### src/rtl/maze_mem_arbiter_pkg.sv
// Shared types for the maze memory arbiter: address width, FSM state and port select.
package mazePkg;

  localparam int ADDR_W = 8;

  typedef enum logic [1:0] {
    IDLE,
    ISSUE,
    CAPTURE
  } arbState_t;

  typedef enum logic {
    PORT_A,
    PORT_B
  } portSel_t;

endpackage

### src/rtl/maze_mem_arbiter_if.sv
// Requester and memory signals of the maze memory arbiter, grouped as one bus.
// slave = arbiter side, master = requesters plus the memory (bench side).
interface maze_mem_arbiter_if #(
  parameter int ADDR_W = mazePkg::ADDR_W
) ();

  // Handshake: xReq is a level held with xWr/xLoc/xDin stable until the
  // one-cycle xGnt pulse; reads return xDout with a one-cycle xValid pulse.
  logic              aReq;
  logic              aWr;
  logic [ADDR_W-1:0] aLoc;
  logic              aDin;
  logic              aGnt;
  logic              aDout;
  logic              aValid;

  logic              bReq;
  logic              bWr;
  logic [ADDR_W-1:0] bLoc;
  logic              bDin;
  logic              bGnt;
  logic              bDout;
  logic              bValid;

  logic [ADDR_W-1:0] memLoc;
  logic              memDin;
  logic              memRd;
  logic              memWr;
  logic              memDout;

  modport slave (
    input  aReq, aWr, aLoc, aDin,
    output aGnt, aDout, aValid,
    input  bReq, bWr, bLoc, bDin,
    output bGnt, bDout, bValid,
    output memLoc, memDin, memRd, memWr,
    input  memDout
  );

  modport master (
    output aReq, aWr, aLoc, aDin,
    input  aGnt, aDout, aValid,
    output bReq, bWr, bLoc, bDin,
    input  bGnt, bDout, bValid,
    input  memLoc, memDin, memRd, memWr,
    output memDout
  );

endinterface

### src/rtl/maze_mem_arbiter_rr_picker2.sv
// Combinational two-way round-robin winner: on a tie the port that was not
// granted last wins; a lone requester always wins.
module rrPicker2 (
  input  logic             i_aReq,
  input  logic             i_bReq,
  input  mazePkg::portSel_t i_last,
  output mazePkg::portSel_t o_pick
);
  import mazePkg::*;

  always_comb begin
    o_pick = PORT_A;
    if (i_aReq && i_bReq) begin
      o_pick = (i_last == PORT_A) ? PORT_B : PORT_A;
    end else if (i_bReq) begin
      o_pick = PORT_B;
    end
  end

endmodule

### src/rtl/maze_mem_arbiter.sv
// Two-port arbiter/sequencer for the single-port 16x16 maze bit memory.
// Define MAZE_ARB_FIXED_PRIO_EN for fixed A-over-B priority instead of round-robin.
module maze_mem_arbiter #(
  parameter int ADDR_W = mazePkg::ADDR_W
) (
  input  logic               clk,
  input  logic               rst,
  maze_mem_arbiter_if.slave  bus,
  output mazePkg::arbState_t o_state
);
  import mazePkg::*;

  arbState_t         r_state;
  portSel_t          r_owner;
  logic              r_aGnt;
  logic              r_bGnt;
  logic              r_aValid;
  logic              r_bValid;
  logic              r_aDout;
  logic              r_bDout;
  logic [ADDR_W-1:0] r_memLoc;
  logic              r_memDin;
  logic              r_memRd;
  logic              r_memWr;

  logic              w_anyReq;
  portSel_t          w_pick;

  assign w_anyReq = bus.aReq || bus.bReq;

`ifdef MAZE_ARB_FIXED_PRIO_EN
  assign w_pick = bus.aReq ? PORT_A : PORT_B;
`else
  portSel_t r_last;

  rrPicker2 u_picker (
    .i_aReq (bus.aReq),
    .i_bReq (bus.bReq),
    .i_last (r_last),
    .o_pick (w_pick)
  );

  always_ff @(posedge clk) begin
    if (!rst) begin
      r_last <= PORT_B;
    end else if (r_state == IDLE && w_anyReq) begin
      r_last <= w_pick;
    end
  end
`endif

  // Strobes live only in ISSUE; the memory performs the access at its exit edge.
  always_ff @(posedge clk) begin
    if (!rst) begin
      r_state  <= IDLE;
      r_owner  <= PORT_A;
      r_aGnt   <= 1'b0;
      r_bGnt   <= 1'b0;
      r_aValid <= 1'b0;
      r_bValid <= 1'b0;
      r_aDout  <= 1'b0;
      r_bDout  <= 1'b0;
      r_memLoc <= '0;
      r_memDin <= 1'b0;
      r_memRd  <= 1'b0;
      r_memWr  <= 1'b0;
    end else begin
      r_aGnt   <= 1'b0;
      r_bGnt   <= 1'b0;
      r_aValid <= 1'b0;
      r_bValid <= 1'b0;
      case (r_state)
        IDLE: begin
          if (w_anyReq) begin
            if (w_pick == PORT_A) begin
              r_memLoc <= bus.aLoc;
              r_memDin <= bus.aDin;
              r_memWr  <= bus.aWr;
              r_memRd  <= !bus.aWr;
              r_aGnt   <= 1'b1;
            end else begin
              r_memLoc <= bus.bLoc;
              r_memDin <= bus.bDin;
              r_memWr  <= bus.bWr;
              r_memRd  <= !bus.bWr;
              r_bGnt   <= 1'b1;
            end
            r_owner <= w_pick;
            r_state <= ISSUE;
          end else begin
            r_memRd <= 1'b0;
            r_memWr <= 1'b0;
          end
        end
        ISSUE: begin
          r_memRd <= 1'b0;
          r_memWr <= 1'b0;
          r_state <= r_memRd ? CAPTURE : IDLE;
        end
        CAPTURE: begin
          if (r_owner == PORT_A) begin
            r_aDout  <= bus.memDout;
            r_aValid <= 1'b1;
          end else begin
            r_bDout  <= bus.memDout;
            r_bValid <= 1'b1;
          end
          r_state <= IDLE;
        end
        default: r_state <= IDLE;
      endcase
    end
  end

  assign bus.aGnt   = r_aGnt;
  assign bus.bGnt   = r_bGnt;
  assign bus.aValid = r_aValid;
  assign bus.bValid = r_bValid;
  assign bus.aDout  = r_aDout;
  assign bus.bDout  = r_bDout;
  assign bus.memLoc = r_memLoc;
  assign bus.memDin = r_memDin;
  assign bus.memRd  = r_memRd;
  assign bus.memWr  = r_memWr;
  assign o_state    = r_state;

endmodule

### src/flat_wrapper.sv
// flat-port wrapper written by rule: the top's interface ports become plain ports
module maze_mem_arbiter_flat import mazePkg::*;
#(
  parameter int ADDR_W = mazePkg::ADDR_W
)
  (clk, rst, o_state, bus_aReq, bus_aWr, bus_aLoc, bus_aDin, bus_aGnt, bus_aDout, bus_aValid, bus_bReq, bus_bWr, bus_bLoc, bus_bDin, bus_bGnt, bus_bDout, bus_bValid, bus_memLoc, bus_memDin, bus_memRd, bus_memWr, bus_memDout);
  maze_mem_arbiter_if #(.ADDR_W(ADDR_W)) bus_i ();
  input  logic clk;
  input  logic rst;
  output mazePkg::arbState_t o_state;
  input wire logic [$bits(bus_i.aReq)-1:0] bus_aReq;
  input wire logic [$bits(bus_i.aWr)-1:0] bus_aWr;
  input wire logic [$bits(bus_i.aLoc)-1:0] bus_aLoc;
  input wire logic [$bits(bus_i.aDin)-1:0] bus_aDin;
  output wire logic [$bits(bus_i.aGnt)-1:0] bus_aGnt;
  output wire logic [$bits(bus_i.aDout)-1:0] bus_aDout;
  output wire logic [$bits(bus_i.aValid)-1:0] bus_aValid;
  input wire logic [$bits(bus_i.bReq)-1:0] bus_bReq;
  input wire logic [$bits(bus_i.bWr)-1:0] bus_bWr;
  input wire logic [$bits(bus_i.bLoc)-1:0] bus_bLoc;
  input wire logic [$bits(bus_i.bDin)-1:0] bus_bDin;
  output wire logic [$bits(bus_i.bGnt)-1:0] bus_bGnt;
  output wire logic [$bits(bus_i.bDout)-1:0] bus_bDout;
  output wire logic [$bits(bus_i.bValid)-1:0] bus_bValid;
  output wire logic [$bits(bus_i.memLoc)-1:0] bus_memLoc;
  output wire logic [$bits(bus_i.memDin)-1:0] bus_memDin;
  output wire logic [$bits(bus_i.memRd)-1:0] bus_memRd;
  output wire logic [$bits(bus_i.memWr)-1:0] bus_memWr;
  input wire logic [$bits(bus_i.memDout)-1:0] bus_memDout;
  assign bus_i.aReq = bus_aReq;
  assign bus_i.aWr = bus_aWr;
  assign bus_i.aLoc = bus_aLoc;
  assign bus_i.aDin = bus_aDin;
  assign bus_aGnt = bus_i.aGnt;
  assign bus_aDout = bus_i.aDout;
  assign bus_aValid = bus_i.aValid;
  assign bus_i.bReq = bus_bReq;
  assign bus_i.bWr = bus_bWr;
  assign bus_i.bLoc = bus_bLoc;
  assign bus_i.bDin = bus_bDin;
  assign bus_bGnt = bus_i.bGnt;
  assign bus_bDout = bus_i.bDout;
  assign bus_bValid = bus_i.bValid;
  assign bus_memLoc = bus_i.memLoc;
  assign bus_memDin = bus_i.memDin;
  assign bus_memRd = bus_i.memRd;
  assign bus_memWr = bus_i.memWr;
  assign bus_i.memDout = bus_memDout;
  maze_mem_arbiter #(.ADDR_W(ADDR_W)) u_core (.clk(clk), .rst(rst), .bus(bus_i), .o_state(o_state));
endmodule
### config.mk
export PLATFORM = sky130hd
export DESIGN_NAME = maze_mem_arbiter_flat
export DESIGN_NICKNAME = d
export VERILOG_FILES = /design/src/rtl/maze_mem_arbiter_pkg.sv /design/src/rtl/maze_mem_arbiter_if.sv /design/src/rtl/maze_mem_arbiter_rr_picker2.sv /design/src/rtl/maze_mem_arbiter.sv /design/src/flat_wrapper.sv
export SDC_FILE = /design/constraint.sdc
export NUM_CORES = 1
export LEC_CHECK = 0
export BUFFER_PORTS_ARGS = -buffer_cell sky130_fd_sc_hd__buf_4
export CORE_ASPECT_RATIO = 0.75
export CORE_UTILIZATION = 40
export CTS_BUF_LIST = sky130_fd_sc_hd__clkbuf_8
export DETAILED_ROUTE_END_ITERATION = 10
export GPL_ROUTABILITY_DRIVEN = 0
export GPL_TIMING_DRIVEN = 0
export PLACE_DENSITY = 0.76
export SLEW_MARGIN = 20
export SYNTH_ARGS = -nofsm -noshare
export SYNTH_HDL_FRONTEND = slang
export SYNTH_HIERARCHICAL = 1
export SYNTH_SLANG_ARGS = --single-unit
### constraint.sdc
create_clock -name clk -period 2.61 [get_ports clk]
set_input_delay 0.522 -clock clk [delete_from_list [all_inputs] [get_ports clk]]
set_output_delay 0.522 -clock clk [all_outputs]
set_load 0.005 [all_outputs]
== Word-level counts from Yosys, hierarchy flattened ==
Cells that the tools add are included.

* Bitwise logic cells: 1
* Eq/ne operators: 3
* Reduce and logical (&&, ||, !) cells: 12
* Mux-type cells: 18

{| class="wikitable"
|+ Operators with widths
! cell !! count
|-
| $mux 1 || 12
|-
| $mux 8 || 1
|-
| $reduce_and 2->1 || 4
|-
| $mux 2 || 2
|-
| $pmux 1 s2 || 2
|-
| $pmux 2 s2 || 1
|-
| $reduce_and 3->1 || 1
|-
| $eq 2x1->1 const B || 1
|-
| $eq 2x2->1 const B || 1
|-
| $logic_and 1x1->1 || 2
|-
| $logic_not 1->1 || 2
|-
| $logic_not 2->1 || 1
|-
| $ne 2x1->1 const B || 1
|-
| $reduce_bool 2->1 || 1
|-
| $logic_or 1x1->1 || 1
|-
| $not 1->1 || 1
|}

* Word-level logic and storage cells: 47
* Flip-flop bits (word level): 21
* Input port bits: 25

== Depth between registers and ports, before layout ==
* Depth after elaboration: 5
* Mapped depth: 5

== Cells and area by module ==
Netlist, hierarchy kept.

{| class="wikitable"
|+ By module, submodules not included
! module !! seq. area each (um^2) !! times used !! area an instance (um^2) !! cells each
|-
| maze_mem_arbiter || 420.4 || 1 || 879.6 || 85
|-
| rrPicker2 || 0.0 || 1 || 11.3 || 1
|}

== Worst setup path after synthesis ==
Ideal clock, no wire load.

* Path kind: input port to flip-flop
* Start point: in bus_bReq
* End point: reg u_core.r_memDin, in the netlist u_core/bus.memDin
* Stages on the path: 5
* Library setup time: 86 ps
* Slack: 1246 ps
* Data required time: 2524 ps
* Path buffers: 2
* Data arrival time: 1278 ps
* Cells stage by stage: a21boi_2 -> buf_4 -> buf_4 -> mux2i_1 -> a211oi_1

* Word-level cells in the longest chain between the ends: 3

{| class="wikitable"
|+ RTL lines
! element !! RTL line !! RTL
|-
| start: declaration || flat_wrapper.sv:18 || <nowiki>input wire logic [$bits(bus_i.bReq)-1:0] bus_bReq;</nowiki>
|-
| $mux 1 / $logic_and 1x1->1 (equally long branches) || maze_mem_arbiter_rr_picker2.sv:15, maze_mem_arbiter_rr_picker2.sv:13 ||
|-
| $mux 1 || maze_mem_arbiter_rr_picker2.sv:13 || <nowiki>if (i_aReq && i_bReq) begin</nowiki>
|-
| $mux 1 || maze_mem_arbiter.sv:75 || <nowiki>if (w_pick == PORT_A) begin</nowiki>
|-
| end signal: assignment || maze_mem_arbiter.sv:77 || <nowiki>r_memDin <= bus.aDin;</nowiki>
|-
| end signal: assignment || maze_mem_arbiter.sv:83 || <nowiki>r_memDin <= bus.bDin;</nowiki>
|-
| end: declaration || maze_mem_arbiter.sv:22 || <nowiki>logic r_memDin;</nowiki>
|}

Several ways; a longest one is shown, not always the timed one.
A chain may end at the register's enable or synchronous reset.

== Worst setup path in the final report ==
* Start point: reg u_core.r_state[1], in the netlist u_core/o_state[1]
* End point: out o_state[1]

{| class="wikitable"
|+ RTL lines
! element !! RTL line !! RTL
|-
| start: declaration || maze_mem_arbiter.sv:13 || <nowiki>arbState_t r_state;</nowiki>
|-
| start signal: assignment || maze_mem_arbiter.sv:98 || <nowiki>r_state <= r_memRd ? CAPTURE : IDLE;</nowiki>
|-
| end: declaration || flat_wrapper.sv:10 || <nowiki>output mazePkg::arbState_t o_state;</nowiki>
|}

No word-level cell between the ends.

==> metrics.csv <==
metric;value;unit
Die Ht;42.9;um
# clock sinks;21;
number of I/O pins;44;
asr flop ratio synth;0;
pwr/cell area;553;nW/um^2
FF-to-FF Start;u_core/r_last$_SDFFE_PN1P_;
register area share after synthesis;0.472;
# hold bufs at CTS;0;
DIE WIDTH;56.5;um
CTS Buf Count;3;
Slew HR;0.694;
Iter 0 DRT Violations;12;
Crit Path Class;flop to primary output;
Post-Route WL;2.04;mm
clock transition at the registers of the reported paths;0.07;ns
share of cells above drive strength 1;0.421;
Netlist Area Pre-Place;891;sq um
pin count of the biggest net entering global routing;12;
Cell variety after synth;27;
DRT antenna net count;0;
Hold Crit Depth;2;
Setup Skew;0.00562;ns
Worst Path Required;2.09;ns
Slew Limit Fails;0;
CP Launch Type;flop;
number of synthesized flops with an enable pin;0;
vias in the first global route;742;
crit path cell chain;buf_4;
Nets;159;
HP Start;u_core/bus.memRd$_SDFFE_PN0P_;
FP Rows;14;
routed wire length per instance;13.0;um
Synth area leader;dfxtp_1;
maximum clock path buffer count;2;
global-route wire length before repair;3.31;mm
post-synthesis cell count;86;
First-pass DRT Iterations;4;
core area;2050;sq um
Hold Path Sink;u_core/o_state[1]$_SDFFE_PN0P_;
diodes inserted;0;
critical path endpoint category;primary output;
Synth area leaders;dfxtp_1 47%, mux2i_1 13%, a211oi_1 7.6%, a21oi_1 6.2%, buf_4 3.4%;
# setup viols final;0;
smallest hold slack;0.469;ns
area growth from synthesis to layout;44.7;%
Fin. Hold Viols;0;
type of the worst min-delay path;flop to flop;
Max-cap violations;0;
final core occ;0.629;
most instantiated cells after synthesis;21 x dfxtp_1, 12 x mux2i_1, 11 x a21oi_1;
worst flop-to-flop path endpoint;u_core/bus.memLoc[1]$_SDFFE_PN0P_;
initial core utilization;0.435;
Slew @ Worst Pin;0.459;ns
ys flop type;dfxtp_1;
flop and latch count out of synthesis;21;
setup bufs post-CTS;0;
critical path fanouts, max;3;
die footprint;2420;sq um
GR Util All Layers;0.187;
worst skew pair latency;0.27;ns
DR vias/cell;5.20;
Fmax;764;MHz
fin crit share;0.501;
syn_area_per_cell;10.4;sq um
CTS tree;done;
RSZ-0062 raised after global routing;no;
syn nets;111;
Root Driver;clkbuf_8;
slowest cell on the critical path;dfxtp_1;
Pwr Total;0.713;mW
Period minus WS final;1.31;ns
HPWL reported at the end of detailed placement;1.51;mm
CTS resizes;0;
Crit path max-delay family;flip-flops;
WP data arrival;0.79;ns
CP Buf/Inv Count;1;
level count of the clock H-tree;1;
run status;finished, final reports clean;
largest stage delay on the critical path;0.39;ns
GRT overflow;0;
via count;816;
area fraction of the dominant cell type after synthesis;0.472;
initial antenna violation count;0;
most common cell in the netlist;dfxtp_1;
Peak supply drop;441;uV
# port buffers;43;
P_leak;0.599;nW
Yosys warning total;6;
Remaining DRCs;0;
setup tns final;0;ns
Reg2Reg Setup Slack;1.40;ns
cell depth of the worst flop-to-flop path;5;
## registers in the layout, indices dropped and copies added (netlist names)
register,count
u_core/bus.memLoc,8
u_core/o_state,2
u_core/bus.memRd,1
u_core/bus.memWr,1
u_core/r_owner,1
u_core/bus.bDout,1
u_core/bus.aGnt,1
u_core/bus.memDin,1
u_core/bus.bValid,1
u_core/bus.bGnt,1
u_core/r_last,1
u_core/bus.aValid,1
u_core/bus.aDout,1
## through the flow
stage / area [sq um] / setup WS (ns) / std cells
final: 1290 / 1.30 / 157
after global routing: 1290 / 1.23 / 157
after CTS: 1290 / 1.29 / 157
after detailed placement: 1240 / 1.03 / 153
after global placement: 1240 / 1.06 / 153
after floorplan: 891 / 1.25 / 86
## metal layers
metal | up-vias | share of wire | global-route usage
li1 | 407 | - | -
met1 | 369 | 0.45 | 0.211
met2 | 36 | 0.44 | 0.296
met3 | 4 | 0.090 | 0.0732
met4 | 0 | 0.023 | 0.117
met5 | - | 0 | 0
## report_power, final
group          internal (mW)  switching [mW]
Clock                  0.105           0.104
Combinational         0.0848          0.0615
Sequential             0.344          0.0140
Total                  0.534           0.180
## cells in the final DEF (no fill, tap or decap)
| cell type | count |
|---|---|
| buf_4 | 47 |
| dfxtp_1 | 21 |
| mux2i_1 | 12 |
| a21oi_1 | 11 |
| a211oi_1 | 9 |
| clkbuf_8 | 3 |
| inv_1 | 3 |
| nor2_1 | 3 |
| nand2_1 | 3 |
| nand3_1 | 2 |
| and2_1 | 2 |
| buf_6 | 1 |
| nor3_4 | 1 |
| nor2_4 | 1 |
| or2_1 | 1 |
| buf_2 | 1 |
| clkbuf_1 | 1 |
| o211ai_1 | 1 |
| nor3_1 | 1 |
| o31ai_1 | 1 |
| and3_1 | 1 |
| nor2b_1 | 1 |
| nor4b_1 | 1 |
| and4b_1 | 1 |
| nor3b_2 | 1 |
| nand3b_1 | 1 |
| o41ai_1 | 1 |
| a21boi_2 | 1 |
## final cells by class
type,count,area [sq um]
fillers,185,761
flip-flops and latches,21,420
multi-input cells,56,413
repair buffers,43,323
plain buffers,7,50.0
clock buffers,3,41.3
well taps,24,30.0
inverters,2,7.51
clock inverters,1,3.75
## worst max-delay path by stage
| stage | from | to | cells after the start |
|---|---|---|---|
| after CTS | u_core/o_state[1]$_SDFFE_PN0P_ | o_state[1] | 1 |
| after floorplan | bus_bReq | u_core/bus.memDin$_SDFFE_PN0P_ | 5 |
| after global placement | bus_bReq | u_core/bus.memLoc[6]$_SDFFE_PN0P_ | 6 |
| final | u_core/o_state[1]$_SDFFE_PN0P_ | o_state[1] | 1 |
| after global routing | bus_bReq | u_core/bus.memLoc[1]$_SDFFE_PN0P_ | 6 |
| after detailed placement | bus_bReq | u_core/bus.memLoc[0]$_SDFFE_PN0P_ | 6 |
## cells by family (layout without fill, tap and decap cells)
group,Yosys count,in the layout,share of synthesized area
flip-flops,21,21,0.472
multiplexers,12,12,0.135
AND/OR/NAND/NOR,20,20,0.152
AO/OA/AOI/OAI,24,24,0.177
buffers and inverters,9,56,0.0646
(Power assumes the default switching activity.)
